**config.mk**
```make
export PLATFORM = sky130hd
export DESIGN_NAME = cpu_mem_target_flat
export DESIGN_NICKNAME = d
export VERILOG_FILES = /design/src/rtl/cpu_mem_target_if.sv /design/src/rtl/cpu_mem_target.sv /design/src/flat_wrapper.sv
export SDC_FILE = /design/constraint.sdc
export NUM_CORES = 1
export LEC_CHECK = 0
export CORE_ASPECT_RATIO = 1.25
export CORE_UTILIZATION = 40
export DETAILED_ROUTE_END_ITERATION = 10
export GPL_ROUTABILITY_DRIVEN = 0
export HOLD_SLACK_MARGIN = 0.15
export PLACE_DENSITY = 0.7
export SLEW_MARGIN = 20
export SYNTH_ARGS = -nofsm -noshare
export SYNTH_HDL_FRONTEND = slang
export SYNTH_SLANG_ARGS = --single-unit
```
**constraint.sdc**
```tcl
create_clock -name clk -period 2.63 [get_ports clk]
set_clock_uncertainty 0.1 [all_clocks]
set_input_delay 0.6575 -clock clk [delete_from_list [all_inputs] [get_ports clk]]
set_output_delay 0.6575 -clock clk [all_outputs]
set_load 0.005 [all_outputs]
```
**src/rtl/cpu_mem_target_if.sv**
```systemverilog
// Request/response bus between the CPU (master/initiator) and the memory target (slave).
interface cpu_mem_target_if #(
    parameter int ADDR_W = 4,
    parameter int DATA_W = 8
);
    logic              req_valid;
    logic              req_ready;
    logic              req_we;
    logic              req_space;
    logic [ADDR_W-1:0] req_addr;
    logic [DATA_W-1:0] req_wdata;
    logic              rsp_valid;
    logic              rsp_ready;
    logic [DATA_W-1:0] rsp_rdata;
    logic              rsp_err;

    modport master (
        output req_valid, req_we, req_space, req_addr, req_wdata, rsp_ready,
        input  req_ready, rsp_valid, rsp_rdata, rsp_err
    );

    modport slave (
        input  req_valid, req_we, req_space, req_addr, req_wdata, rsp_ready,
        output req_ready, rsp_valid, rsp_rdata, rsp_err
    );
endinterface

```
**src/rtl/cpu_mem_target.sv**
```systemverilog
// Memory target for the 8-bit CPU: instruction + data memory, wait states, side-band loader.
// Optional access statistics (rd_cnt/wr_cnt) are built when MEM_TARGET_STATS_EN is defined.
module cpu_mem_target #(
    parameter int ADDR_W      = 4,
    parameter int DATA_W      = 8,
    parameter int WAIT_CYCLES = 1
) (
    input  logic              clk,
    input  logic              rst_n,
    cpu_mem_target_if.slave   bus,
    input  logic              ld_en,
    input  logic              ld_space,
    input  logic [ADDR_W-1:0] ld_addr,
    input  logic [DATA_W-1:0] ld_data,
    output logic              ld_ready,
    output logic [15:0]       rd_cnt,
    output logic [15:0]       wr_cnt
);
    localparam bit         NO_WAIT   = (WAIT_CYCLES == 0);
    localparam logic [3:0] WAIT_LOAD = (WAIT_CYCLES > 0) ? 4'(WAIT_CYCLES - 1) : 4'd0;
    localparam int         DEPTH     = 1 << ADDR_W;

    typedef enum logic [1:0] {
        ST_IDLE = 2'd0,
        ST_WAIT = 2'd1,
        ST_RESP = 2'd2
    } state_t;

    state_t            state_q;
    logic [3:0]        wcnt_q;
    logic              op_we_q;
    logic              op_space_q;
    logic [ADDR_W-1:0] op_addr_q;
    logic [DATA_W-1:0] op_wdata_q;
    logic              rsp_valid_q;
    logic [DATA_W-1:0] rsp_rdata_q;
    logic              rsp_err_q;
    logic              ld_ready_q;

    logic [DATA_W-1:0] imem_q [0:DEPTH-1];
    logic [DATA_W-1:0] dmem_q [0:DEPTH-1];

    logic              req_ready_s;
    logic              accept_s;
    logic              do_access_s;
    logic              acc_we_s;
    logic              acc_space_s;
    logic [ADDR_W-1:0] acc_addr_s;
    logic [DATA_W-1:0] acc_wdata_s;
    logic [DATA_W-1:0] acc_rdata_s;
    logic [DATA_W-1:0] rsp_rdata_d;
    logic              rsp_err_d;
    logic              imem_we_s;
    logic              dmem_we_s;
    logic [ADDR_W-1:0] wr_addr_s;
    logic [DATA_W-1:0] wr_data_s;

    // ld_ready_q is high exactly in IDLE; the loader wins over a pending request.
    assign req_ready_s = ld_ready_q && !ld_en;
    assign accept_s    = bus.req_valid && req_ready_s;
    assign do_access_s = (accept_s && NO_WAIT) || ((state_q == ST_WAIT) && (wcnt_q == 4'd0));

    // Zero-wait accesses use the live bus; otherwise the latched request.
    always_comb begin
        acc_we_s    = op_we_q;
        acc_space_s = op_space_q;
        acc_addr_s  = op_addr_q;
        acc_wdata_s = op_wdata_q;
        if (state_q == ST_IDLE) begin
            acc_we_s    = bus.req_we;
            acc_space_s = bus.req_space;
            acc_addr_s  = bus.req_addr;
            acc_wdata_s = bus.req_wdata;
        end else begin
            acc_we_s    = op_we_q;
        end
    end

    // Response payload produced by the access step.
    always_comb begin
        acc_rdata_s = acc_space_s ? dmem_q[acc_addr_s] : imem_q[acc_addr_s];
        if (acc_we_s) begin
            rsp_rdata_d = {DATA_W{1'b0}};
            rsp_err_d   = !acc_space_s;
        end else begin
            rsp_rdata_d = acc_rdata_s;
            rsp_err_d   = 1'b0;
        end
    end

    // Memory write port select: loader (IDLE only) or a CPU data-space write.
    always_comb begin
        imem_we_s = 1'b0;
        dmem_we_s = 1'b0;
        wr_addr_s = acc_addr_s;
        wr_data_s = acc_wdata_s;
        if (ld_en && ld_ready_q) begin
            imem_we_s = !ld_space;
            dmem_we_s = ld_space;
            wr_addr_s = ld_addr;
            wr_data_s = ld_data;
        end else if (do_access_s && acc_we_s && acc_space_s) begin
            dmem_we_s = 1'b1;
        end else begin
            dmem_we_s = 1'b0;
        end
    end

    // Memory arrays, intentionally not reset.
    always_ff @(posedge clk) begin
        if (imem_we_s) begin
            imem_q[wr_addr_s] <= wr_data_s;
        end
        if (dmem_we_s) begin
            dmem_q[wr_addr_s] <= wr_data_s;
        end
    end

    // Transaction FSM with registered handshake and response outputs.
    always_ff @(posedge clk or negedge rst_n) begin
        if (!rst_n) begin
            state_q     <= ST_IDLE;
            wcnt_q      <= 4'd0;
            op_we_q     <= 1'b0;
            op_space_q  <= 1'b0;
            op_addr_q   <= {ADDR_W{1'b0}};
            op_wdata_q  <= {DATA_W{1'b0}};
            rsp_valid_q <= 1'b0;
            rsp_rdata_q <= {DATA_W{1'b0}};
            rsp_err_q   <= 1'b0;
            ld_ready_q  <= 1'b1;
        end else begin
            case (state_q)
                ST_IDLE: begin
                    if (accept_s) begin
                        op_we_q    <= bus.req_we;
                        op_space_q <= bus.req_space;
                        op_addr_q  <= bus.req_addr;
                        op_wdata_q <= bus.req_wdata;
                        ld_ready_q <= 1'b0;
                        if (NO_WAIT) begin
                            rsp_rdata_q <= rsp_rdata_d;
                            rsp_err_q   <= rsp_err_d;
                            rsp_valid_q <= 1'b1;
                            state_q     <= ST_RESP;
                        end else begin
                            wcnt_q  <= WAIT_LOAD;
                            state_q <= ST_WAIT;
                        end
                    end
                end
                ST_WAIT: begin
                    if (wcnt_q == 4'd0) begin
                        rsp_rdata_q <= rsp_rdata_d;
                        rsp_err_q   <= rsp_err_d;
                        rsp_valid_q <= 1'b1;
                        state_q     <= ST_RESP;
                    end else begin
                        wcnt_q <= wcnt_q - 4'd1;
                    end
                end
                ST_RESP: begin
                    if (bus.rsp_ready) begin
                        rsp_valid_q <= 1'b0;
                        ld_ready_q  <= 1'b1;
                        state_q     <= ST_IDLE;
                    end
                end
                default: begin
                    rsp_valid_q <= 1'b0;
                    ld_ready_q  <= 1'b1;
                    state_q     <= ST_IDLE;
                end
            endcase
        end
    end

    assign bus.req_ready = req_ready_s;
    assign bus.rsp_valid = rsp_valid_q;
    assign bus.rsp_rdata = rsp_rdata_q;
    assign bus.rsp_err   = rsp_err_q;
    assign ld_ready      = ld_ready_q;

`ifdef MEM_TARGET_STATS_EN
    logic [15:0] rd_cnt_q;
    logic [15:0] wr_cnt_q;
    logic        complete_s;

    assign complete_s = rsp_valid_q && bus.rsp_ready;

    // Saturating completion counters; rejected instruction writes count as writes.
    always_ff @(posedge clk or negedge rst_n) begin
        if (!rst_n) begin
            rd_cnt_q <= 16'd0;
            wr_cnt_q <= 16'd0;
        end else if (complete_s) begin
            if (op_we_q) begin
                if (wr_cnt_q != 16'hFFFF) begin
                    wr_cnt_q <= wr_cnt_q + 16'd1;
                end
            end else begin
                if (rd_cnt_q != 16'hFFFF) begin
                    rd_cnt_q <= rd_cnt_q + 16'd1;
                end
            end
        end
    end

    assign rd_cnt = rd_cnt_q;
    assign wr_cnt = wr_cnt_q;
`else
    assign rd_cnt = 16'd0;
    assign wr_cnt = 16'd0;
`endif
endmodule

```
**src/flat_wrapper.sv**
```systemverilog
// flat-port wrapper written by rule: the top's interface ports become plain ports
module cpu_mem_target_flat 
#(
    parameter int ADDR_W      = 4,
    parameter int DATA_W      = 8,
    parameter int WAIT_CYCLES = 1
)
  (clk, rst_n, ld_en, ld_space, ld_addr, ld_data, ld_ready, rd_cnt, wr_cnt, bus_req_valid, bus_req_we, bus_req_space, bus_req_addr, bus_req_wdata, bus_rsp_ready, bus_req_ready, bus_rsp_valid, bus_rsp_rdata, bus_rsp_err);
  cpu_mem_target_if #(.ADDR_W(ADDR_W), .DATA_W(DATA_W)) bus_i ();
  input  logic clk;
  input  logic rst_n;
  input  logic ld_en;
  input  logic ld_space;
  input  logic [ADDR_W-1:0] ld_addr;
  input  logic [DATA_W-1:0] ld_data;
  output logic ld_ready;
  output logic [15:0] rd_cnt;
  output logic [15:0] wr_cnt;
  input wire logic [$bits(bus_i.req_valid)-1:0] bus_req_valid;
  input wire logic [$bits(bus_i.req_we)-1:0] bus_req_we;
  input wire logic [$bits(bus_i.req_space)-1:0] bus_req_space;
  input wire logic [$bits(bus_i.req_addr)-1:0] bus_req_addr;
  input wire logic [$bits(bus_i.req_wdata)-1:0] bus_req_wdata;
  input wire logic [$bits(bus_i.rsp_ready)-1:0] bus_rsp_ready;
  output wire logic [$bits(bus_i.req_ready)-1:0] bus_req_ready;
  output wire logic [$bits(bus_i.rsp_valid)-1:0] bus_rsp_valid;
  output wire logic [$bits(bus_i.rsp_rdata)-1:0] bus_rsp_rdata;
  output wire logic [$bits(bus_i.rsp_err)-1:0] bus_rsp_err;
  assign bus_i.req_valid = bus_req_valid;
  assign bus_i.req_we = bus_req_we;
  assign bus_i.req_space = bus_req_space;
  assign bus_i.req_addr = bus_req_addr;
  assign bus_i.req_wdata = bus_req_wdata;
  assign bus_i.rsp_ready = bus_rsp_ready;
  assign bus_req_ready = bus_i.req_ready;
  assign bus_rsp_valid = bus_i.rsp_valid;
  assign bus_rsp_rdata = bus_i.rsp_rdata;
  assign bus_rsp_err = bus_i.rsp_err;
  cpu_mem_target #(.ADDR_W(ADDR_W), .DATA_W(DATA_W), .WAIT_CYCLES(WAIT_CYCLES)) u_core (.clk(clk), .rst_n(rst_n), .bus(bus_i), .ld_en(ld_en), .ld_space(ld_space), .ld_addr(ld_addr), .ld_data(ld_data), .ld_ready(ld_ready), .rd_cnt(rd_cnt), .wr_cnt(wr_cnt));
endmodule
```
==> flow_summary.yaml <==
grt:
  grt_overflow: 0
  grt_pass1_wl_mm: 46.3
  first_global_vias: 7707
  antenna_found_initial: 0
  grt_use_total: 0.195
  grt_max_degree: 34
critical_path:
  cp.arrival_ps: 2760
  path_class: "input port to flop"
  start_kind: "input port"
  critPathCaptureType: "flop"
  cp.required_ps: 2730
  cp_max_fo: 11
synth:
  synth.distinct_cells: 68
  synth_seq_cells: 287
  synth_seq_area_share: 0.687
  synth_area_leaders: "edfxtp_1 62%, dfrtp_1 6.1%, mux4_2 4.8%"
  synth_cells: 797
  synth_top_cell_by_area: "edfxtp_1"
  async_flop_share: 0.108
  synth_commonest_cells: "256 x edfxtp_1, 88 x nand2_1, 55 x nor2_1"
  yosysWarnings: 0
  synth-edff-count: 256
  synth_ff_type: "edfxtp_1"
  avgSynthCellArea_um2: 15.5
  syn_area_um2: 12300
  synth_top_area_share: 0.624
  yosysMostFrequentCell: "edfxtp_1"
detailed_routing:
  drc: 0
  dr.first_iter.drc_count: 614
  wirelength_mm: 31.1
  routedWlPerCell_um: 22.4
  avgViaCountPerCell: 5.54
  first_pass_iters: 5
  ant_nets: 0
  dr_total_vias: 7682
floorplan:
  design.core.area_um2: 30200
  ios: 76
  fp-row-count: 71
  start_util: 0.408
  dieArea_um2: 31500
  die_x_um: 159
  die_height_um: 198
sta:
  clock.fmax_ghz: 0.377
  hold_viol_final: 0
  finalCritPeriodShare: 1.01
  relSlewSlack: 0.440
  fin_crit_ps: 2660
  worstMarginPinSlew_ps: 838
  fin_ws_ps: -25.6
  setup_viol: 18
  setup-tns-final_ps: -211
  hold_ws_ps: 390
  finalMaxSlewViolations: 0
  rsz0062_at_grt: "true"
clock_tree:
  clk_pin_slew_ps: 70
  cts_tree: "yes"
  ctsHoldBuffers: 0
  htree_levels: 1
  cts_buffers: 26
  clockBufferDepth: 3
  cts-root-buf: "clkbuf_16"
  clock_latency_ps: 530
  cts.sinks: 287
power_and_ir_drop:
  irDropWorstVdd_mv: 0.585
  leakage_uw: 0.00538
  p_per_area_nw_per_um2: 1100
place:
  hpwl_mm: 20.4
  numPortBuffers: 43
layout:
  nets: 1002
  area_growth_pct: 25.6
  fin_util: 0.512
  n_fill_cell: 2403
  multi_input_area_um2: 3740
  antenna_cells: 0
  drive_gt1_frac: 0.304
  regArea_um2: 8470
run_status:
  outcome: "complete, but fails checks"
  violations: "setup timing"
job:
  drv_cap: 0
worst_hold_path:
  min-delay-path-class: "flop to flop"
where the power goes:
group | internal [uW] | total, uW | switching [uW]
registers | 6010 | 6260 | 242
clock network | 2300 | 3920 | 1620
logic | 3020 | 6850 | 3830
total | 11300 | 17000 | 5690
worst max-delay path: stages:
cell and delay [ps]:
clkdlybuf4s50_1 520, nand2_1 180, buf_4 240, nor3b_1 320, a31oi_1 130, or2_2 410
nor2_4 290
cell usage in the layout, fill, tap and decap left out, drive strengths merged, types with 5 or more instances in the layout:
cell and count:
a211oi 18, a32oi 13, conb 32, and3 16, clkdlybuf4s50 41, a22o 11
o211ai 16, o22a 6, nor2 56, edfxtp 256, mux2 29, nor3b 6
or2 6, dfrtp 30, clkbuf 34, buf 141, inv 5, mux2i 28
a31oi 34, o21ai 9, nand2 91, a21oi 12, mux4 28
flip-flops by register name, summed over array words and instances (netlist names):
signal                cells
u_core.state_q            2
u_core.op_wdata_q         8
u_core.bus.rsp_err        1
u_core.dmem_q           128
u_core.ld_ready           1
u_core.imem_q           128
u_core.op_space_q         1
u_core.wcnt_q             4
u_core.bus.rsp_rdata      8
u_core.op_addr_q          4
u_core.bus.rsp_valid      1
u_core.op_we_q            1
final cells by class:
cell class,instances,area share
Sequential cell,287,0.547
Multi-Input combinational cell,465,0.241
Timing Repair Buffer,184,0.121
Clock buffer,34,0.0460
Tap cell,401,0.0324
Clock inverter,12,0.0112
Inverter,4,0.000970
path summary, 6_finish.rpt:
| check | start | endpoint | slack (ps) | cells past startpoint |
|---|---|---|---|---|
| setup / recovery | ld_en | u_core.dmem_q[2][5]$_DFFE_PP_ | -30 | 7 |
| hold / removal | u_core.bus.rsp_err$_DFFE_PN0N_ | u_core.bus.rsp_err$_DFFE_PN0N_ | 390 | 2 |
| setup reg to reg | u_core.state_q[1]$_DFFE_PN0P_ | u_core.bus.rsp_rdata[6]$_DFFE_PN0N_ | -10 | 8 |
| hold reg to reg | u_core.bus.rsp_err$_DFFE_PN0N_ | u_core.bus.rsp_err$_DFFE_PN0N_ | 390 | 2 |
| max in group asynchronous | rst_n | u_core.ld_ready$_DFFE_PN1P_ | 1660 | 2 |
| min in group asynchronous | rst_n | u_core.state_q[0]$_DFFE_PN0P_ | 430 | 2 |
metrics by stage:
step	total power (uW)	instance area, um^2	setup WS, ps	cells
after global placement	12600	14200	-774	1329
final	17000	15500	-25.6	1387
after floorplan	9910	12500	-320	828
after global routing	17600	15500	-81.0	1387
after CTS	16800	15200	-33.7	1379
after detailed placement	12700	14200	-781	1329
cell families after synthesis:
logic type,after synthesis,share of synthesized area
muxes,85,0.102
buffers and inverters,78,0.0470
AOI/OAI and AO/OA,136,0.0820
DFF,287,0.687
and+or+nand+nor,206,0.0785
xor gates and xnor gates,2,0.00142
adders and majority gates,2,0.00203
other,1,0.000304
what timing repair did:
action | 4_1_cts | 5_1_grt
gates cloned | 2 | 0
pin swaps | 4 | 17
setup buffers | 2 | 8
gates resized for setup | 24 | 32
setup endpoints to repair | 221 | 143
per-layer routing:
layer | global-route usage | up-vias | wire length, um
met5 | 0 | - | 0
met4 | 0.0780 | 0 | 1160
met3 | 0.0197 | 70 | 1470
met2 | 0.353 | 309 | 16300
met1 | 0.240 | 3911 | 12200
li1 | - | 3392 | -
Note: power is estimated with default switching activity, not from simulation.
